==> src/rtl/calc_pkg.sv <==
// Shared key codes, FSM state encoding and width helpers for the keypad calculator.
// Latency: n/a (declarations only).
// Backpressure: n/a.
package calc_pkg;

    localparam logic [3:0] K_ADD = 4'd10;
    localparam logic [3:0] K_SUB = 4'd11;
    localparam logic [3:0] K_MUL = 4'd12;
    localparam logic [3:0] K_DIV = 4'd13;
    localparam logic [3:0] K_MOD = 4'd14;
    localparam logic [3:0] K_EQ  = 4'd15;

    typedef enum logic [2:0] {IDLE, OPA, OPB, CALC, CONV, SHOW} state_t;

    // 10**n as an elaboration-time constant
    function automatic int calc_pow10(input int n);
        int p;
        p = 1;
        for (int i = 0; i < n; i++) p = p * 10;
        return p;
    endfunction

    // Binary width of one n-digit operand
    function automatic int calc_wb(input int n);
        return $clog2(calc_pow10(n));
    endfunction

    // Binary width of a result (product of two operands)
    function automatic int calc_wr(input int n);
        return 2 * calc_wb(n);
    endfunction

endpackage

==> src/rtl/bcd_calc_core_bin2bcd.sv <==
// Sequential double-dabble: converts a WR-bit binary value to 2*NDIG BCD digits.
// Latency: done pulses WR cycles after the start edge (load and first shift share that edge).
// Backpressure: none; a new start restarts the conversion, bcd holds until the next start.
module bin2bcd_seq
    import calc_pkg::*;
#(
    parameter int NDIG = 2
) (
    input  logic                  clk,
    input  logic                  clr_n,
    input  logic                  start,
    input  logic [calc_wr(NDIG)-1:0] bin,
    output logic [8*NDIG-1:0]     bcd,
    output logic                  done
);
    localparam int WR = calc_wr(NDIG);
    localparam int CW = $clog2(WR + 1);

    logic [WR-1:0]     sh;
    logic [CW-1:0]     cnt;
    logic              run;
    logic [8*NDIG-1:0] adj;

    // Add 3 to every digit that is 5 or more, ahead of the next shift
    function automatic logic [8*NDIG-1:0] dab(input logic [8*NDIG-1:0] v);
        logic [8*NDIG-1:0] o;
        o = v;
        for (int i = 0; i < 2*NDIG; i++) begin
            if (o[4*i +: 4] >= 4'd5) o[4*i +: 4] = o[4*i +: 4] + 4'd3;
        end
        return o;
    endfunction

    assign adj = dab(bcd);

    // One shift per cycle; the first shift happens on the load edge since all digits start at zero
    always_ff @(posedge clk or negedge clr_n) begin
        if (!clr_n) begin
            sh   <= '0;
            cnt  <= '0;
            run  <= 1'b0;
            bcd  <= '0;
            done <= 1'b0;
        end else begin
            done <= 1'b0;
            if (start) begin
                bcd <= (8*NDIG)'(bin[WR-1]);
                sh  <= {bin[WR-2:0], 1'b0};
                cnt <= CW'(WR - 1);
                run <= 1'b1;
            end else if (run) begin
                bcd <= (8*NDIG)'({adj, sh[WR-1]});
                sh  <= sh << 1;
                cnt <= cnt - 1'b1;
                if (cnt == CW'(1)) begin
                    run  <= 1'b0;
                    done <= 1'b1;
                end
            end
        end
    end

endmodule

==> src/rtl/bcd_calc_core.sv <==
// Keypad calculator core: NDIG-digit operand entry, add/sub/mul/div/mod, BCD result display.
// Latency: done pulses 3*WB+1 cycles after '=' is accepted (22 for NDIG=2).
// Backpressure: keys are ignored while busy; build with CALC_CHAIN_EN to chain results into a new operation.
module bcd_calc_core
    import calc_pkg::*;
#(
    parameter int NDIG = 2
) (
    input  logic              clk,
    input  logic              clr_n,
    input  logic [3:0]        data,
    input  logic              valid,
    output logic [8*NDIG-1:0] bcd_out,
    output logic [3:0]        kout,
    output logic              neg,
    output logic              err,
    output logic              busy,
    output logic              done
);
    localparam int WB = calc_wb(NDIG);
    localparam int WR = calc_wr(NDIG);
    localparam int DW = 4 * NDIG;
    localparam int CW = $clog2(WR + 1);
`ifdef CALC_CHAIN_EN
    localparam int LIM = calc_pow10(NDIG);
`endif

    state_t            state;
    logic              valid_q;
    logic [WB-1:0]     a_bin, b_bin;
    logic [2:0]        a_cnt, b_cnt;
    logic [WR-1:0]     res, mc;
    logic [WB-1:0]     q;
    logic [WB:0]       r;
    logic [CW-1:0]     cnt;
    logic              conv_start, conv_done;
    logic [8*NDIG-1:0] conv_bcd;

    logic              key_acc, is_dig, is_op, is_eq;
    logic [DW-1:0]     ent_app, ent_new;
    logic [WB-1:0]     a_app, b_app;
    logic [WB:0]       r_sh, r_nxt;
    logic              r_ge;
    logic [WB-1:0]     q_nxt;

    // Rising edge of the key strobe, split by key class
    assign key_acc = valid && !valid_q;
    assign is_dig  = key_acc && (data <= 4'd9);
    assign is_op   = key_acc && (data >= K_ADD) && (data <= K_MOD);
    assign is_eq   = key_acc && (data == K_EQ);

    // Entry: BCD shift-in for the display, binary acc*10+d for the datapath
    assign ent_app = DW'({bcd_out[DW-1:0], data});
    assign ent_new = DW'(data);
    assign a_app   = WB'(32'(a_bin) * 10 + 32'(data));
    assign b_app   = WB'(32'(b_bin) * 10 + 32'(data));

    // One restoring-divide step: quotient in q (dividend shifts out MSB first), remainder in r
    assign r_sh  = (WB+1)'({r, q[WB-1]});
    assign r_ge  = r_sh >= {1'b0, b_bin};
    assign r_nxt = r_ge ? (r_sh - {1'b0, b_bin}) : r_sh;
    assign q_nxt = {q[WB-2:0], r_ge};

    // Main FSM: entry, fixed-length calculation, conversion hand-off and result display
    always_ff @(posedge clk or negedge clr_n) begin
        if (!clr_n) begin
            state      <= IDLE;
            valid_q    <= 1'b0;
            a_bin      <= '0;
            b_bin      <= '0;
            a_cnt      <= '0;
            b_cnt      <= '0;
            res        <= '0;
            mc         <= '0;
            q          <= '0;
            r          <= '0;
            cnt        <= '0;
            conv_start <= 1'b0;
            bcd_out    <= '0;
            kout       <= '0;
            neg        <= 1'b0;
            err        <= 1'b0;
            busy       <= 1'b0;
            done       <= 1'b0;
        end else begin
            valid_q    <= valid;
            done       <= 1'b0;
            conv_start <= 1'b0;
            unique case (state)
                IDLE: begin
                    if (is_dig) begin
                        a_bin   <= WB'(data);
                        a_cnt   <= 3'd1;
                        bcd_out <= (8*NDIG)'(ent_new);
                        state   <= OPA;
                    end
                end
                OPA: begin
                    if (is_dig) begin
                        if (a_cnt < 3'(NDIG)) begin
                            a_bin   <= a_app;
                            a_cnt   <= a_cnt + 3'd1;
                            bcd_out <= (8*NDIG)'(ent_app);
                        end
                    end else if (is_op) begin
                        kout  <= data;
                        b_bin <= '0;
                        b_cnt <= '0;
                        state <= OPB;
                    end
                end
                OPB: begin
                    if (is_dig) begin
                        if (b_cnt == 3'd0) begin
                            b_bin   <= WB'(data);
                            b_cnt   <= 3'd1;
                            bcd_out <= (8*NDIG)'(ent_new);
                        end else if (b_cnt < 3'(NDIG)) begin
                            b_bin   <= b_app;
                            b_cnt   <= b_cnt + 3'd1;
                            bcd_out <= (8*NDIG)'(ent_app);
                        end
                    end else if (is_op) begin
                        if (b_cnt == 3'd0) kout <= data;
                    end else if (is_eq) begin
                        state <= CALC;
                        busy  <= 1'b1;
                        cnt   <= '0;
                        res   <= '0;
                        mc    <= WR'(a_bin);
                        q     <= (kout == K_MUL) ? b_bin : a_bin;
                        r     <= '0;
                        neg   <= 1'b0;
                        err   <= ((kout == K_DIV) || (kout == K_MOD)) && (b_bin == '0);
                    end
                end
                CALC: begin
                    cnt <= cnt + 1'b1;
                    case (kout)
                        K_ADD: if (cnt == '0) res <= WR'(a_bin) + WR'(b_bin);
                        K_SUB: if (cnt == '0) begin
                            if (a_bin < b_bin) begin
                                res <= WR'(b_bin) - WR'(a_bin);
                                neg <= 1'b1;
                            end else begin
                                res <= WR'(a_bin) - WR'(b_bin);
                            end
                        end
                        K_MUL: begin
                            if (q[0]) res <= res + mc;
                            mc <= mc << 1;
                            q  <= q >> 1;
                        end
                        default: begin
                            q <= q_nxt;
                            r <= r_nxt;
                            if (cnt == CW'(WB - 1))
                                res <= err ? '0 : ((kout == K_DIV) ? WR'(q_nxt) : WR'(r_nxt));
                        end
                    endcase
                    if (cnt == CW'(WB - 1)) begin
                        state      <= CONV;
                        conv_start <= 1'b1;
                    end
                end
                CONV: begin
                    if (conv_done) begin
                        state   <= SHOW;
                        busy    <= 1'b0;
                        done    <= 1'b1;
                        bcd_out <= conv_bcd;
                    end
                end
                SHOW: begin
                    if (is_dig) begin
                        a_bin   <= WB'(data);
                        a_cnt   <= 3'd1;
                        b_bin   <= '0;
                        b_cnt   <= '0;
                        neg     <= 1'b0;
                        err     <= 1'b0;
                        kout    <= '0;
                        bcd_out <= (8*NDIG)'(ent_new);
                        state   <= OPA;
                    end
`ifdef CALC_CHAIN_EN
                    else if (is_op && !neg && !err && (res < WR'(LIM))) begin
                        a_bin <= res[WB-1:0];
                        kout  <= data;
                        b_bin <= '0;
                        b_cnt <= '0;
                        state <= OPB;
                    end
`endif
                end
                default: state <= IDLE;
            endcase
        end
    end

    bin2bcd_seq #(.NDIG(NDIG)) u_conv (
        .clk   (clk),
        .clr_n (clr_n),
        .start (conv_start),
        .bin   (res),
        .bcd   (conv_bcd),
        .done  (conv_done)
    );

endmodule

==> config.mk <==
export PLATFORM = sky130hd
export DESIGN_NAME = bcd_calc_core
export DESIGN_NICKNAME = d
export VERILOG_FILES = /design/src/rtl/calc_pkg.sv /design/src/rtl/bcd_calc_core_bin2bcd.sv /design/src/rtl/bcd_calc_core.sv
export SDC_FILE = /design/constraint.sdc
export NUM_CORES = 1
export LEC_CHECK = 0
export ABC_AREA = 0
export BUFFER_PORTS_ARGS = -buffer_cell sky130_fd_sc_hd__buf_2
export CORE_AREA = 2 2 151 182
export CTS_BUF_LIST = sky130_fd_sc_hd__clkbuf_4
export CTS_CLUSTER_SIZE = 8
export DETAILED_ROUTE_END_ITERATION = 7
export DIE_AREA = 0 0 153 184
export PLACE_DENSITY = 0.57
export REMOVE_ABC_BUFFERS = 1
export SLEW_MARGIN = 25
export SYNTH_ARGS = -nofsm -noshare
export SYNTH_HDL_FRONTEND = slang
export SYNTH_SLANG_ARGS = --single-unit
==> constraint.sdc <==
create_clock -name clk -period 3 [get_ports clk]
set_clock_uncertainty 0.1 [all_clocks]
set_input_delay 0.15 -clock clk [delete_from_list [all_inputs] [get_ports clk]]
set_output_delay 0.15 -clock clk [all_outputs]
set_load 0.01 [all_outputs]
==> impl_metrics.tcl <==
set metrics [dict create \
    status "completed" \
    nets 1167 \
    worstSetupStartpointType "flop" \
    ys_seq_elements 130 \
    gp_congestion 0.956 \
    crit_required_ps 3420 \
    met3WireLength_um 769 \
    wl_per_cell_um 17.8 \
    synthFlopType "dfrtp_1" \
    synth_edf_count 0 \
    routed.top_layer "met4" \
    num_io_pins 31 \
    period_needed_ps 2880 \
    drt_iter0_drc 558 \
    finalMaxSlewViolations 0 \
    netlist_area_um2 9110 \
    crit_arrival_ps 3300 \
    grt_pass1_vias 7853 \
    postCtsSetupBuffers 0 \
    firstDrtPassIters 5 \
    drv_cap 0 \
    ys_seq_area_share_pct 35.7 \
    worstSetupPathType "flop to flop" \
    syn_avg_cell_area_um2 8.97 \
    wl_met2_mm 12.3 \
    worst_slew_pin_slew_ps 824 \
    final.period_utilization_pct 95.9 \
    dieWidth_um 153 \
    ant_nets 0 \
    grt-ovfl-total 0 \
    fillers 2683 \
    insertion_delay_ps 590 \
    area_growth_pct 12.6 \
    cts_max_path_buffers 2 \
    wirelength_met1_mm 11.0 \
    h-tree-depth 4 \
    die-area_um2 28200 \
    drc_errors 0 \
    slew_headroom_pct 44.7 \
    grt_pass1_wl_mm 42.1 \
    worstSetupEndpointType "flop" \
    path_clk_slew_ps 140 \
    cts_buffers 17 \
    internal-power_mw 5.24 \
    fin_ws_ps 122 \
    cts_tree "yes" \
    grt_max_degree 51 \
    seqPwrFrac_pct 28.9 \
    netlist_instances 1016 \
    num_vias 7714 \
    hold_violations 0 \
    grt_usage_pct 18.9 \
    drt_wl_total_mm 25.4 \
    power.leakage_nw 4.69 \
    core-area_um2 26300 \
    min-delay-path-class "primary input to flop" \
    p_switching_mw 4.75 \
    ys_async_sr_fraction_pct 100 \
    antenna_found_initial 1 \
    instances_no_fill 1429 \
    dpl.hpwl_mm 19.3 \
    drive_gt1_share_pct 14.1 \
    power_frac_clock_pct 13.7 \
    io_buffers 30 \
    setup_violations 0 \
    fp-row-count 65 \
    p_per_area_nw_per_um2 974 \
    vias_per_cell 5.40 \
    swShare_pct 47.5 \
    netlist-cell-type-count 78 \
    initial_core_util_pct 34.7 \
    fmax_mhz 347 \
    cts_root_buf "clkbuf_4" \
    rsz0062_at_grt "no" \
    pre_cts_ws_ps 195 \
    yosysWarnings 0 \
    cts.sinks 130 \
    die_y_um 184 \
    combPwrFrac_pct 57.4 \
    place_inst 1388 \
    cp_max_fo 5 \
    peakVddDrop_v 0.000561 \
]
## path summary, 6_finish.rpt
kind,startpoint,end,slack (ps),depth (start not counted)
setup / recovery,a_bin[0],res[3],120,12
hold / removal,valid,valid_q,120,2
setup reg to reg,a_bin[0],res[3],120,12
hold reg to reg,busy,busy,410,2
max in group asynchronous,clr_n,valid_q,1110,4
min in group asynchronous,clr_n,a_bin[2],510,3
## cell usage after synthesis (all sizes together), types with 4 or more instances
master	n	area (um2)
fa	9	180
o211ai	7	57.6
a22oi	5	37.5
o21ai	104	528
nor2b	12	75.1
mux2	19	218
nand3b	4	33.8
ha	71	888
nand2b	19	119
nor4	6	37.5
xor2	12	105
o21bai	4	30.0
nand3	22	110
mux2i	36	360
a22o	4	35.0
o31ai	10	75.1
nor3	20	105
clkbuf	21	78.8
nand2	133	502
or3	4	25.0
dfrtp	130	3250
a221oi	7	61.3
mux4	6	135
xnor2	29	254
a211oi	10	97.6
a21o	20	150
inv	64	240
nor2	75	289
o22ai	4	25.0
nor3b	7	52.6
buf	19	120
a21oi	64	328
a31oi	13	81.3
## layout make-up
class | instances | area, um2 | share of cell area (%)
diodes | 1 | 2.50 | 0.0244
clock buffers | 17 | 128 | 1.24
clock inverters | 15 | 189 | 1.84
inverters | 64 | 240 | 2.34
multi-input cells | 782 | 5440 | 53.0
flip-flops and latches | 130 | 3250 | 31.7
well taps | 335 | 419 | 4.09
repair buffers | 85 | 589 | 5.74
## timing repair
action,4_1_cts,5_1_grt
setup endpoints to repair,0,1
hold endpoints to repair,147,0
hold buffers,8,0
gates resized for setup,0,1
## routing by layer
layer | track usage [%] | vias up
li1 | - | 3724
met1 | 23.0 | 3755
met2 | 32.4 | 171
met3 | 2.62 | 64
met4 | 10.2 | 0
met5 | 0 | -
## metrics by stage
stage / utilization (%) / hold WS, ps / area, um2 / TNS (ps) / power, mW
3_3_place_gp: 37.5 / 48.6 / 9850 / 0 / 8.53
5_1_grt: 39.1 / 102 / 10300 / 0 / 10.8
3_5_place_dp: 37.5 / 53.7 / 9850 / 0 / 8.58
2_1_floorplan: - / -246 / 8910 / -4060 / 6.73
6_report: 39.1 / 124 / 10300 / 0 / 9.99
4_1_cts: 39.0 / 92.3 / 10300 / 0 / 9.99
## power groups by stage
stage                     clock [mW]  sequential, mW  combinational, mW
final                           1.37            2.89               5.74
after global routing            1.47            2.96               6.37
after CTS                       1.40            2.88               5.71
after detailed placement           0            2.92               5.66
after global placement             0            2.91               5.62
after floorplan                    0            2.91               3.82
## worst max-delay path, cell delays in order, from the launching register on
cell,delay [ps]
dfrtp_1,400
inv_1,80
ha_1,180
inv_1,60
fa_1,450
a211oi_4,360
o21ai_2,120
a21o_1,250
buf_4,180
mux2i_1,130
xor2_1,160
or3_1,310
nand3_1,70
## kinds of logic after synthesis
group,count (synthesis),synth area share (%)
flip-flops,130,35.7
AO/OA/AOI/OAI,277,19.3
multiplexers,61,7.83
XOR/XNOR,41,3.94
adder cells (fa/ha/maj),80,11.7
AND/OR/NAND/NOR,323,16.6
buffers and inverters,104,4.82
## cells in the final DEF (no fill, tap or decap), drive strengths merged, types with 8 or more instances in the layout
cell / netlist / layout
xor2: 12 / 12
a21oi: 64 / 64
nand3: 22 / 22
dfrtp: 130 / 130
a21o: 20 / 20
nand2b: 19 / 19
nand2: 133 / 133
fa: 9 / 9
a31oi: 13 / 13
clkbuf: 21 / 17
a211oi: 10 / 10
mux2i: 36 / 36
nor3: 20 / 20
mux2: 19 / 19
o21ai: 104 / 104
nor2b: 12 / 12
nor2: 75 / 75
o31ai: 10 / 10
inv: 64 / 73
buf: 19 / 77
xnor2: 29 / 29
ha: 71 / 71
dlygate4sd3: 0 / 8
## flip-flops by register name (all words and copies together) (netlist names), 7 cells and up
register	cells
q	7
u_conv.sh	13
mc	14
b_bin	7
u_conv.bcd	16
r	7
a_bin	7
res	14
bcd_out	16
Note: power is estimated with default switching activity, not from simulation.
